[config.mk]
export PLATFORM = sky130hd
export DESIGN_NAME = raster_timing_gen
export DESIGN_NICKNAME = d
export VERILOG_FILES = /design/src/rtl/raster_pkg.sv /design/src/rtl/raster_line_cmp.sv /design/src/rtl/raster_timing_gen.sv
export SDC_FILE = /design/constraint.sdc
export NUM_CORES = 1
export LEC_CHECK = 0
export CAP_MARGIN = 5
export CORE_ASPECT_RATIO = 0.7
export CORE_MARGIN = 5
export CORE_UTILIZATION = 30
export CTS_BUF_LIST = sky130_fd_sc_hd__clkbuf_4
export CTS_CLUSTER_SIZE = 28
export DETAILED_ROUTE_END_ITERATION = 10
export HOLD_SLACK_MARGIN = 0.1
export PLACE_DENSITY = 0.65
export REMOVE_ABC_BUFFERS = 1
export SLEW_MARGIN = 20
export SYNTH_ARGS = -nofsm -noshare
export SYNTH_HDL_FRONTEND = slang
export SYNTH_HIERARCHICAL = 1
export SYNTH_SLANG_ARGS = --single-unit
export TNS_END_PERCENT = 100
[constraint.sdc]
create_clock -name clk_sys -period 1.91 [get_ports clk_sys]
set_input_delay 0.2865 -clock clk_sys [delete_from_list [all_inputs] [get_ports clk_sys]]
set_output_delay 0.2865 -clock clk_sys [all_outputs]
set_load 0.02 [all_outputs]
[src/rtl/raster_pkg.sv]
// Shared types, default raster geometry and helpers for raster_timing_gen.
package raster_pkg;

  typedef logic [8:0] hcnt_t;
  typedef logic [8:0] vcnt_t;

  localparam hcnt_t DEF_H_TOTAL     = 9'd384;
  localparam hcnt_t DEF_H_ACT_START = 9'd128;
  localparam hcnt_t DEF_HB_START    = 9'd28;
  localparam hcnt_t DEF_HS_START    = 9'd44;
  localparam hcnt_t DEF_HS_END      = 9'd76;
  localparam hcnt_t DEF_HB_END      = 9'd108;
  localparam hcnt_t DEF_INT_LEN     = 9'd128;

  localparam vcnt_t DEF_V_TOTAL     = 9'd312;
  localparam vcnt_t DEF_V_ACT       = 9'd192;
  localparam vcnt_t DEF_VB_START    = 9'd236;
  localparam vcnt_t DEF_VS_START    = 9'd240;
  localparam vcnt_t DEF_VS_END      = 9'd244;
  localparam vcnt_t DEF_VB_END      = 9'd260;

  localparam int DEF_NUM_LINE_INT = 2;
  localparam int DEF_FLASH_BITS   = 5;

  // Pixel phase within each 8-pixel slot that the CPU may use without waiting.
  localparam logic [2:0] CPU_SLOT = 3'd5;

  // A line-interrupt register holding this value never matches a visible line.
  localparam logic [7:0] LINE_OFF = 8'd255;

  function automatic logic is_cpu_slot(input logic [2:0] phase);
    return phase == CPU_SLOT;
  endfunction

endpackage

[src/rtl/raster_line_cmp.sv]
// One programmable line-interrupt channel: line number register plus comparator.
module raster_line_cmp
  import raster_pkg::*;
#(
  parameter vcnt_t V_ACT   = DEF_V_ACT,
  parameter hcnt_t INT_LEN = DEF_INT_LEN
) (
  input  logic       clk_sys,
  input  logic       reset,
  input  logic       wr_en,
  input  logic [7:0] din,
  input  logic       ce_6mn,
  input  logic [8:0] hc,
  input  logic [8:0] vc,
  output logic       int_line
);

  logic [7:0] line_no;
  logic       hit;

  // Compare uses the register's current value, so a write landing on the same
  // clock as a compare only takes effect from the following ce_6mn.
  assign hit = ({1'b0, line_no} < V_ACT) &&
               (vc == {1'b0, line_no}) &&
               (hc < INT_LEN);

  // NOTE: sequential state is written with non-blocking assignments so every
  // flop samples pre-edge values regardless of statement order.
  always_ff @(posedge clk_sys) begin
    if (reset) begin
      line_no  <= LINE_OFF;
      int_line <= 1'b0;
    end else begin
      if (wr_en)  line_no  <= din;
      if (ce_6mn) int_line <= hit;
    end
  end

endmodule

[src/rtl/raster_timing_gen.sv]
// Configurable raster counters, blank/sync, fetch qualifier and interrupts.
// Optional light-pen latches are built when RASTER_LIGHTPEN_EN is defined.
module raster_timing_gen
  import raster_pkg::*;
#(
  parameter hcnt_t H_TOTAL      = DEF_H_TOTAL,
  parameter vcnt_t V_TOTAL      = DEF_V_TOTAL,
  parameter hcnt_t H_ACT_START  = DEF_H_ACT_START,
  parameter vcnt_t V_ACT        = DEF_V_ACT,
  parameter hcnt_t HB_START     = DEF_HB_START,
  parameter hcnt_t HS_START     = DEF_HS_START,
  parameter hcnt_t HS_END       = DEF_HS_END,
  parameter hcnt_t HB_END       = DEF_HB_END,
  parameter vcnt_t VB_START     = DEF_VB_START,
  parameter vcnt_t VS_START     = DEF_VS_START,
  parameter vcnt_t VS_END       = DEF_VS_END,
  parameter vcnt_t VB_END       = DEF_VB_END,
  parameter int    NUM_LINE_INT = DEF_NUM_LINE_INT,
  parameter hcnt_t INT_LEN      = DEF_INT_LEN,
  parameter int    FLASH_BITS   = DEF_FLASH_BITS
) (
  input  logic                    clk_sys,
  input  logic                    reset,
  input  logic                    ce_6mp,
  input  logic                    ce_6mn,
  input  logic                    cfg_we,
  input  logic [2:0]              cfg_sel,
  input  logic [7:0]              cfg_din,
  input  logic                    wide,
  input  logic                    soff,
  input  logic [1:0]              mode,
  input  logic                    full_zx,
  output logic [8:0]              hc,
  output logic [8:0]              vc,
  output logic                    HBlank,
  output logic                    HSync,
  output logic                    VBlank,
  output logic                    VSync,
  output logic                    fetch,
  output logic                    fetch_stb,
  output logic [NUM_LINE_INT-1:0] INT_line,
  output logic                    INT_frame,
  output logic                    flash,
  output logic                    io_contention,
  output logic                    mem_contention,
  output logic [7:0]              lpen,
  output logic [7:0]              hpen
);

  logic [FLASH_BITS-1:0] flash_cnt;
  logic                  cfg_we_d;
  logic                  cfg_wr;
  logic                  fetch_slot;
  logic                  wide_vblank;

  // ---------------------------------------------------------------------------
  // Raster counters, advanced on the positive pixel phase
  // ---------------------------------------------------------------------------
  always_ff @(posedge clk_sys) begin
    if (reset) begin
      hc        <= '0;
      vc        <= '0;
      flash_cnt <= '0;
    end else if (ce_6mp) begin
      if (hc == H_TOTAL - 9'd1) begin
        hc <= '0;
        if (vc == V_TOTAL - 9'd1) begin
          vc        <= '0;
          flash_cnt <= flash_cnt + FLASH_BITS'(1);
        end else begin
          vc <= vc + 9'd1;
        end
      end else begin
        hc <= hc + 9'd1;
      end
    end
  end

  assign flash = flash_cnt[FLASH_BITS-1];

  // ---------------------------------------------------------------------------
  // Timing outputs, fetch qualifier and frame interrupt on the negative phase.
  // Both phases read the same pre-edge hc/vc when ce_6mp and ce_6mn coincide.
  // ---------------------------------------------------------------------------
  assign fetch_slot  = (hc >= H_ACT_START) && (vc < V_ACT) && (hc[2:0] == 3'd0);
  assign wide_vblank = !((vc < V_ACT + 9'd1) || (vc >= V_TOTAL - 9'd5));

  always_ff @(posedge clk_sys) begin
    if (reset) begin
      HBlank    <= 1'b0;
      HSync     <= 1'b0;
      VBlank    <= 1'b0;
      VSync     <= 1'b0;
      fetch     <= 1'b0;
      fetch_stb <= 1'b0;
      INT_frame <= 1'b0;
    end else begin
      fetch_stb <= 1'b0;
      if (ce_6mn) begin
        if (hc == HB_START)    HBlank <= 1'b1;
        else if (hc == HB_END) HBlank <= 1'b0;

        if (hc == HS_START)    HSync <= 1'b1;
        else if (hc == HS_END) HSync <= 1'b0;

        if (vc == VS_START)    VSync <= 1'b1;
        else if (vc == VS_END) VSync <= 1'b0;

        // Vertical blank moves only at the end of horizontal blank.
        if (hc == HB_END) begin
          if (wide)                VBlank <= wide_vblank;
          else if (vc == VB_START) VBlank <= 1'b1;
          else if (vc == VB_END)   VBlank <= 1'b0;
        end

        if (hc == '0) fetch <= 1'b0;
        if (fetch_slot) begin
          fetch     <= ~soff;
          fetch_stb <= ~soff;
        end

        INT_frame <= (vc == VS_END) && (hc < INT_LEN);
      end
    end
  end

  // ---------------------------------------------------------------------------
  // Line-interrupt channels; writes act on the rising edge of cfg_we
  // ---------------------------------------------------------------------------
  always_ff @(posedge clk_sys) begin
    if (reset) cfg_we_d <= 1'b0;
    else       cfg_we_d <= cfg_we;
  end

  assign cfg_wr = cfg_we && !cfg_we_d;

  for (genvar i = 0; i < NUM_LINE_INT; i++) begin : g_line
    raster_line_cmp #(
      .V_ACT   (V_ACT),
      .INT_LEN (INT_LEN)
    ) u_cmp (
      .clk_sys  (clk_sys),
      .reset    (reset),
      .wr_en    (cfg_wr && (cfg_sel == 3'(i))),
      .din      (cfg_din),
      .ce_6mn   (ce_6mn),
      .hc       (hc),
      .vc       (vc),
      .int_line (INT_line[i])
    );
  end

  // ---------------------------------------------------------------------------
  // CPU contention qualifiers
  // ---------------------------------------------------------------------------
  assign io_contention  = !is_cpu_slot(hc[2:0]);
  assign mem_contention = (fetch || (mode == 2'd0 && !full_zx && hc[6]))
                        ? !is_cpu_slot(hc[2:0])
                        : (hc[1:0] != 2'd1);

  // ---------------------------------------------------------------------------
  // Light-pen position latches
  // ---------------------------------------------------------------------------
`ifdef RASTER_LIGHTPEN_EN
  always_ff @(posedge clk_sys) begin
    if (reset) begin
      lpen <= 8'd0;
      hpen <= 8'd0;
    end else if (ce_6mn && !io_contention) begin
      // Bits 2:0 stay clear; the port block merges its own status into them.
      lpen <= {{5{fetch}} & {~hc[7], hc[6:3]}, 3'b000};
      hpen <= (soff || vc > V_ACT) ? V_ACT[7:0] : vc[7:0];
    end
  end
`else
  assign lpen = 8'd0;
  assign hpen = 8'd192;
`endif

endmodule
==> metrics.csv <==
stage;metric;value;unit
run_status;status;finished clean;
setup_path;reg2reg_slack;0.03;ns
route;num_vias;2465;
pwr;peakVddDrop;0.000231;V
global_routing;grt_pass1_vias;2266;
final_layout;layout-drive-gt1-share;17.1;%
route;drc_errors;0;
synth;yosys_warnings;6;
placed_design;place.gp.congestion;0.867;
route;first_iter_violations;130;
synth;syn_inst;301;
worst_hold_path;hold_class;flop to flop;
clock_tree;cts_tree;yes;
global_routing;grt_antenna_before_repair;0;
job;drv_cap;0;
final_layout;fin_area;3550;µm²
synth;syn_area;2620;µm²
sta;skew;0.00234;ns
setup_path;critPathRequiredTime;2.21;ns
final_layout;diodes;0;
setup_path;reg2reg_from;vc[7];
sta;fin_crit_sh;98.6;%
sta;fin_crit;1.88;ns
synth;synth-edff-count;0;
final_layout;area_growth;35.6;%
setup_path;path_class;flop to flop;
clock_tree;numCtsBuffers;5;
worst_hold_path;hold_start;g_line[0].u_cmp/int_line;
global_routing;grt_pass1_wl;11.5;mm
sta;slew_viol_final;0;
sta;setup_viol_count_final;0;
setup_path;r2r_end;flash_cnt[3];
sta;fin_tns_setup;0;ns
die;row_count;28;
setup_path;cp-start-kind;flop;
global_routing;grt_overflow;0;
placed_design;placed_cell_area;3440;µm²
clock_tree;clkLatencyLatePin;0.36;ns
synth;ys.flop_type;dfxtp_1;
route;routed_wl;7.13;mm
global_routing;track_usage;13.3;%
die;core_area;8480;µm²
route;vias_per_cell;4.92;
clock_tree;cts-root-buf;clkbuf_4;
clock_tree;clkTransAtPathRegs;0.14;ns
route;wire_per_inst;14.2;µm
synth;yosys_register_bits;49;
die;start_util;30.9;%
die;fp.dieW;122;µm
synth;async_reset_ff_share;0;%
placed_design;io_buffers;50;
sta;hold_viol;0;
die;io_pins;67;
clock_tree;cts_buffer_depth;2;
final_layout;final_common_cell;dfxtp_1;
die;die_height;88.2;µm
route;antenna_left;0;
sta;hold_ws;0.473;ns
clock_tree;cts.htree.levels;2;
pwr;p_per_area;517;nW/µm²
sta;rsz0062_at_grt;no;
pwr;leakage;1.25;nW
pwr;finalPower;1.84;mW
setup_path;critPathCaptureType;flop;
route;first_pass_iters;4;
synth;ys_types;48;
clock_tree;holdBufCountCts;0;
setup_path;setup.worst_path.end;flash_cnt[3];
final_layout;mostFrequentLayoutCells;dfxtp_1, clkdlybuf4s50_1, buf_4;
global_routing;grt_max_degree;30;
synth;yosysSeqAreaShare;37.4;%
die;dieArea;10700;µm²
placed_design;post-dp-hpwl;5.42;mm
synth;syn_avg_cell_area;8.71;µm²
clock_tree;cts.sinks;49;
final_layout;final_nets;408;
setup_path;critPathLaunch;vc[7];
setup_path;reg2reg_depth;4;
setup_path;cp.arrival;2.19;ns
sta;clock.fmax;531;MHz
setup_path;cp_max_fo;6;
## where the power goes
group | switching, mW | internal [mW]
registers | 0.00931 | 1.04
clock network | 0.327 | 0.267
logic | 0.107 | 0.0902
total | 0.443 | 1.39
## stage by stage
step / setup slack (ns) / util, % / instances
floorplan: -0.298 / - / 287
global placement: -0.160 / 40.5 / 492
detailed placement: -0.161 / 40.5 / 492
CTS: 0.00966 / 41.4 / 499
global route: 0.00502 / 41.9 / 501
finish: 0.0262 / 41.9 / 501
## registers in the layout (all words and copies together) (netlist names)
signal	count
g_line.u_cmp/line_no	16
hc	9
vc	9
flash_cnt	5
g_line.u_cmp/int_line	2
HBlank	1
HSync	1
INT_frame	1
VBlank	1
VSync	1
cfg_we_d	1
fetch	1
fetch_stb	1
## worst max-delay path, cell delays in order (launching register included)
cell     delay [ns]
dfxtp_2        0.34
or3b_4         0.41
or3_4          0.43
or4_1          0.49
a21oi_1        0.15
## metal layers
metal	routed length (µm)	share of wire (%)	track usage, %	up-vias
met1	3400	48	18.6	1171
met2	3260	46	20.7	73
met3	367	5.1	2.39	8
met5	0	0	0	-
met4	97	1.4	4.58	0
li1	-	-	-	1213
## final cells by class
cell class,instances,area [µm²]
Fill cell,874,4920
Multi-Input combinational cell,228,1520
Sequential cell,49,986
Timing Repair Buffer,86,783
Tap cell,120,150
Inverter,11,41.3
Clock buffer,5,37.5
Clock inverter,2,35.0
## worst min path at each step
stage	end	slack (ns)	depth (start not counted)
6_report	g_line[0].u_cmp/int_line	0.47	2
5_1_grt	cfg_we_d	0.48	2
4_1_cts	g_line[0].u_cmp/int_line	0.48	2
3_5_place_dp	g_line[0].u_cmp/int_line	0.46	2
3_3_place_gp	g_line[1].u_cmp/int_line	0.45	2
2_1_floorplan	HBlank	0.36	1
## kinds of logic (layout without fill, tap and decap cells)
group / after synthesis / count (layout) / synth area share, %
flops: 49 / 49 / 37.4
fa+ha+maj: 6 / 6 / 2.86
other cells: 2 / 16 / 0.287
buf+inv: 39 / 104 / 8.26
mux: 2 / 2 / 0.811
simple gates: 118 / 119 / 26.3
compound gates: 63 / 63 / 16.8
xor+xnor: 22 / 22 / 7.35
## synth_stat cells (9+ instances only)
cell type	number	share of area, %
xor2_1	10	3.3
buf_4	16	4.6
xnor2_1	12	4.0
inv_1	11	1.6
clkbuf_1	9	1.3
dfxtp_1	49	37
nor2b_1	22	5.3
nor3_1	9	1.7
o21ai_0	11	2.1
a211o_1	16	5.3
a21oi_1	16	3.1
nor2_1	18	2.6
nand2_1	12	1.7
nand3_1	12	2.3
## repair_timing
action / in CTS / in global routing
gates resized for setup: 6 / 14
endpoints found under the setup margin: 5 / 10
gates cloned: 0 / 1
setup buffers: 0 / 1
pin swaps: 1 / 3
(Power assumes the default switching activity.)
